$ cat src/rtl/param_seq_multiplier.sv
// Sequential shift-add multiplier, one multiplier bit per clock, Run/Busy/Ready handshake.
// Define SIGNED_MULT_EN to enable radix-2 Booth signed operation via Signed_mode.
module param_seq_multiplier #(
  parameter int unsigned WIDTH = 32
) (
  input  logic                 clk,
  input  logic                 Reset,
  input  logic                 Run,
  input  logic                 Signed_mode,
  input  logic [WIDTH-1:0]     Multiplicand,
  input  logic [WIDTH-1:0]     Multiplier,
  output logic [2*WIDTH-1:0]   Product,
  output logic                 Busy,
  output logic                 Ready
);

  localparam int unsigned CNT_W = (WIDTH > 2) ? $clog2(WIDTH) : 1;

  typedef enum logic [1:0] {IDLE, CALC, DONE} state_t;

  state_t             state_q, state_d;
  logic [WIDTH:0]     acc_q, acc_d;
  logic [WIDTH-1:0]   q_q, q_d;
  logic [WIDTH-1:0]   a_q, a_d;
  logic [CNT_W-1:0]   cnt_q, cnt_d;
  logic [2*WIDTH-1:0] product_q, product_d;
  logic               busy_q, busy_d;
  logic               ready_q, ready_d;

  logic [WIDTH:0]     sum_c;
  logic [WIDTH:0]     acc_nx_c;
  logic [WIDTH-1:0]   q_nx_c;
  logic               fill_c;

`ifdef SIGNED_MULT_EN
  logic               signed_q, signed_d;
  logic               q_prev_q, q_prev_d;
`else
  logic               unused_signed_mode;
  assign unused_signed_mode = Signed_mode;
`endif

  assign Product = product_q;
  assign Busy    = busy_q;
  assign Ready   = ready_q;

  // One add/subtract-then-shift step on {acc,q}
  always_comb begin
    sum_c  = acc_q;
    fill_c = 1'b0;
`ifdef SIGNED_MULT_EN
    if (signed_q) begin
      case ({q_q[0], q_prev_q})
        2'b01:   sum_c = acc_q + {a_q[WIDTH-1], a_q};
        2'b10:   sum_c = acc_q - {a_q[WIDTH-1], a_q};
        default: sum_c = acc_q;
      endcase
      fill_c = sum_c[WIDTH];
    end else if (q_q[0]) begin
      sum_c = acc_q + {1'b0, a_q};
    end
`else
    if (q_q[0]) begin
      sum_c = acc_q + {1'b0, a_q};
    end
`endif
    acc_nx_c = {fill_c, sum_c[WIDTH:1]};
    q_nx_c   = {sum_c[0], q_q[WIDTH-1:1]};
  end

  always_comb begin
    state_d   = state_q;
    acc_d     = acc_q;
    q_d       = q_q;
    a_d       = a_q;
    cnt_d     = cnt_q;
    product_d = product_q;
    busy_d    = busy_q;
    ready_d   = ready_q;
`ifdef SIGNED_MULT_EN
    signed_d  = signed_q;
    q_prev_d  = q_prev_q;
`endif
    case (state_q)
      IDLE, DONE: begin
        if (Run) begin
          a_d      = Multiplicand;
          q_d      = Multiplier;
          acc_d    = '0;
          cnt_d    = '0;
          busy_d   = 1'b1;
          ready_d  = 1'b0;
          state_d  = CALC;
`ifdef SIGNED_MULT_EN
          signed_d = Signed_mode;
          q_prev_d = 1'b0;
`endif
        end
      end
      CALC: begin
        acc_d = acc_nx_c;
        q_d   = q_nx_c;
        cnt_d = cnt_q + CNT_W'(1);
`ifdef SIGNED_MULT_EN
        q_prev_d = q_q[0];
`endif
        if (cnt_q == CNT_W'(WIDTH - 1)) begin
          product_d = {acc_nx_c[WIDTH-1:0], q_nx_c};
          busy_d    = 1'b0;
          ready_d   = 1'b1;
          state_d   = DONE;
        end
      end
      default: state_d = IDLE;
    endcase
  end

  always_ff @(posedge clk or posedge Reset) begin
    if (Reset) begin
      state_q   <= IDLE;
      acc_q     <= '0;
      q_q       <= '0;
      a_q       <= '0;
      cnt_q     <= '0;
      product_q <= '0;
      busy_q    <= 1'b0;
      ready_q   <= 1'b0;
`ifdef SIGNED_MULT_EN
      signed_q  <= 1'b0;
      q_prev_q  <= 1'b0;
`endif
    end else begin
      state_q   <= state_d;
      acc_q     <= acc_d;
      q_q       <= q_d;
      a_q       <= a_d;
      cnt_q     <= cnt_d;
      product_q <= product_d;
      busy_q    <= busy_d;
      ready_q   <= ready_d;
`ifdef SIGNED_MULT_EN
      signed_q  <= signed_d;
      q_prev_q  <= q_prev_d;
`endif
    end
  end

endmodule

$ cat config.mk
export PLATFORM = sky130hd
export DESIGN_NAME = param_seq_multiplier
export DESIGN_NICKNAME = d
export VERILOG_FILES = /design/src/rtl/param_seq_multiplier.sv
export SDC_FILE = /design/constraint.sdc
export NUM_CORES = 1
export LEC_CHECK = 0
export ABC_AREA = 1
export CAP_MARGIN = 20
export CORE_MARGIN = 3
export CORE_UTILIZATION = 43
export CTS_CLUSTER_SIZE = 10
export DETAILED_ROUTE_END_ITERATION = 10
export PLACE_DENSITY = 0.7
export SLEW_MARGIN = 20
export SYNTH_ARGS = -nofsm -noshare
export SYNTH_HDL_FRONTEND = slang
export SYNTH_SLANG_ARGS = --single-unit
$ cat constraint.sdc
create_clock -name clk -period 7.12 [get_ports clk]
set_input_delay 1.068 -clock clk [delete_from_list [all_inputs] [get_ports clk]]
set_output_delay 1.068 -clock clk [all_outputs]
set_load 0.1 [all_outputs]
==> flow_summary.json <==
{
  "setup_viol": 0,
  "gr-usage-all-layers": 0.215,
  "io_pins": 134,
  "finalCritPeriodShare": 0.495,
  "drive_gt1_frac": 0.0584,
  "cts_tree": "done",
  "totalWireLength_um": 24600,
  "die_area_um2": 23400,
  "seq_area_frac_synth": 0.456,
  "fin_nets": 1461,
  "register_area_um2": 4230,
  "critPathMostFrequentCell": "inv_2",
  "crit_type": "flip-flop to flip-flop",
  "drc": 0,
  "cp_num_buf_inv": 3,
  "slowest_delay_ns": 0.71,
  "multiInputGateArea_um2": 4200,
  "finClkSkew_ns": 0.0110,
  "syn_area_um2": 9270,
  "cp_cell_sequence": "nor2_4, inv_2, nor2_8, inv_2, buf_4, nand2_1, o21ai_0",
  "drt_pass1_iterations": 5,
  "mostFrequentLayoutCell": "nand2_1",
  "finalSetupTns_ns": 0,
  "die_w_um": 153,
  "syn_inst": 1244,
  "core_area_um2": 21100,
  "diodes": 0,
  "cp.arrival_ns": 3.82,
  "maxCapViolations": 0,
  "cts_resized": 0,
  "fill_cells": 2025,
  "ctsRootBufferMaster": "clkbuf_16",
  "clock_latency_ns": 0.44,
  "status": "complete, no violations",
  "ant_nets": 0,
  "h-tree-depth": 4,
  "syn_area_per_cell_um2": 7.45,
  "worstMarginPinSlew_ns": 1.06,
  "num_rows": 53,
  "die_h_um": 153,
  "grt_setup_unrepaired": "no",
  "place_hpwl_um": 17300,
  "synth_edf_count": 0,
  "cts.sinks": 169,
  "async_flop_share": 1.00,
  "post_cts_buffers": 0,
  "final_cell_mix": "nand2_1, dfrtp_1, inv_1",
  "place_congestion": 0.954,
  "synth_nets": 1347,
  "endpoint_kind": "flip-flop",
  "clockBufferDepth": 2,
  "grt_max_degree": 117,
  "ys_types": 35,
  "grt_pass1_wl_um": 41300,
  "area_growth_pct": 23.0,
  "yosysWarnings": 0,
  "antenna_found_initial": 0,
  "relSlewSlack": 0.292,
  "synth_seq_cells": 169,
  "first_global_vias": 8158,
  "start_util": 0.439,
  "max_freq_mhz": 284,
  "first_iter_violations": 554,
  "post_drt_wl_per_cell_um": 14.9,
  "cp_slowest_cell": "nor2_4",
  "path_max_fanout": 54,
  "grt_overflow": 0,
  "port_buffers": 132,
  "slew_violations": 0,
  "start_kind": "flip-flop",
  "critical_path.top_delay_family": "buffers and inverters",
  "hold_buffers": 0,
  "vias": 8028,
  "cts-buffers-inserted": 17,
  "worst_ep_required_time_ns": 7.42,
  "hold_violations": 0,
  "synth_flop_cell": "dfrtp_1",
  "r2r_setup_slack_ns": 3.60,
  "min-delay-path-class": "flip-flop to flip-flop",
  "clkTransAtPathRegs_ns": 0.07,
  "final.min_clock_period_ns": 3.52,
  "viasPerCell": 4.88
}
[through the flow]
stage	hold WS, ns	util	std cells	setup slack [ns]	cell area, um^2
floorplan	0.440	-	1244	1.48	9270
global placement	0.453	0.511	1613	3.51	10800
detailed placement	0.458	0.512	1614	3.59	10800
CTS	0.475	0.541	1646	3.59	11400
global route	0.494	0.541	1646	3.24	11400
finish	0.470	0.541	1646	3.60	11400
[synthesized netlist by cell type (all sizes together), types with 2 or more instances]
| cell type | n | area share |
|---|---|---|
| a21oi | 23 | 0.012 |
| a22o | 2 | 0.0019 |
| buf | 26 | 0.015 |
| clkbuf | 17 | 0.0069 |
| dfrtp | 169 | 0.46 |
| ha | 34 | 0.046 |
| inv | 171 | 0.069 |
| nand2 | 519 | 0.21 |
| nand3 | 96 | 0.057 |
| nand4 | 3 | 0.0020 |
| nor2 | 46 | 0.022 |
| nor3 | 4 | 0.0022 |
| nor4 | 2 | 0.0013 |
| o211ai | 3 | 0.0024 |
| o21ai | 54 | 0.029 |
| o21bai | 3 | 0.0024 |
| o221ai | 30 | 0.028 |
| o22ai | 8 | 0.0054 |
| or2 | 17 | 0.011 |
| xnor2 | 8 | 0.0076 |
| xor2 | 5 | 0.0047 |
[sequential cells by signal (all words and copies together), names as in the netlist]
name     cells
state_q      2
a_q         32
acc_q       32
q_q         32
Busy         1
cnt_q        5
Ready        1
Product     64
[area by class of cell]
type                            count  share of cell area
Clock buffer                       19              0.0397
Sequential cell                   169               0.371
Timing Repair Buffer              138               0.121
Clock inverter                     13              0.0134
Tap cell                          275              0.0302
Inverter                          171              0.0570
Multi-Input combinational cell    861               0.368
[cell families after synthesis]
family / count (synthesis) / synth area share
buffers and inverters: 214 / 0.0910
AND/OR/NAND/NOR: 688 / 0.308
AO/OA/AOI/OAI: 125 / 0.0840
XOR/XNOR: 13 / 0.0123
flip-flops: 169 / 0.456
adder cells (fa/ha/maj): 35 / 0.0481
[final timing paths]
kind	from	end	depth (start not counted)
setup / recovery	state_q[1]$_DFFE_PP0P_	Product[26]$_DFFE_PP0P_	7
hold / removal	Product[30]$_DFFE_PP0P_	Product[30]$_DFFE_PP0P_	2
setup reg to reg	state_q[1]$_DFFE_PP0P_	Product[26]$_DFFE_PP0P_	7
hold reg to reg	Product[30]$_DFFE_PP0P_	Product[30]$_DFFE_PP0P_	2
max in group asynchronous	Reset	acc_q[18]$_DFFE_PP0P_	3
min in group asynchronous	Reset	Product[5]$_DFFE_PP0P_	2
[worst min-delay path: cells and delay by family (launching register included)]
kind / cells / cell delay, ns
flops: 1 / 0.34
simple gates: 2 / 0.10
[routing by layer]
metal / share of wire / wire (um) / vias to the layer above / GRT usage
met5: 0 / 0 / - / 0
met1: 0.48 / 11800 / 3714 / 0.293
met2: 0.45 / 11200 / 145 / 0.347
met4: 0.012 / 286 / 0 / 0.0441
met3: 0.055 / 1360 / 28 / 0.0606
li1: - / - / 4141 / -
Power is left out: the tool's default activity adds up to more than one toggle a clock period on the data nets, which glitch-free logic cannot reach.
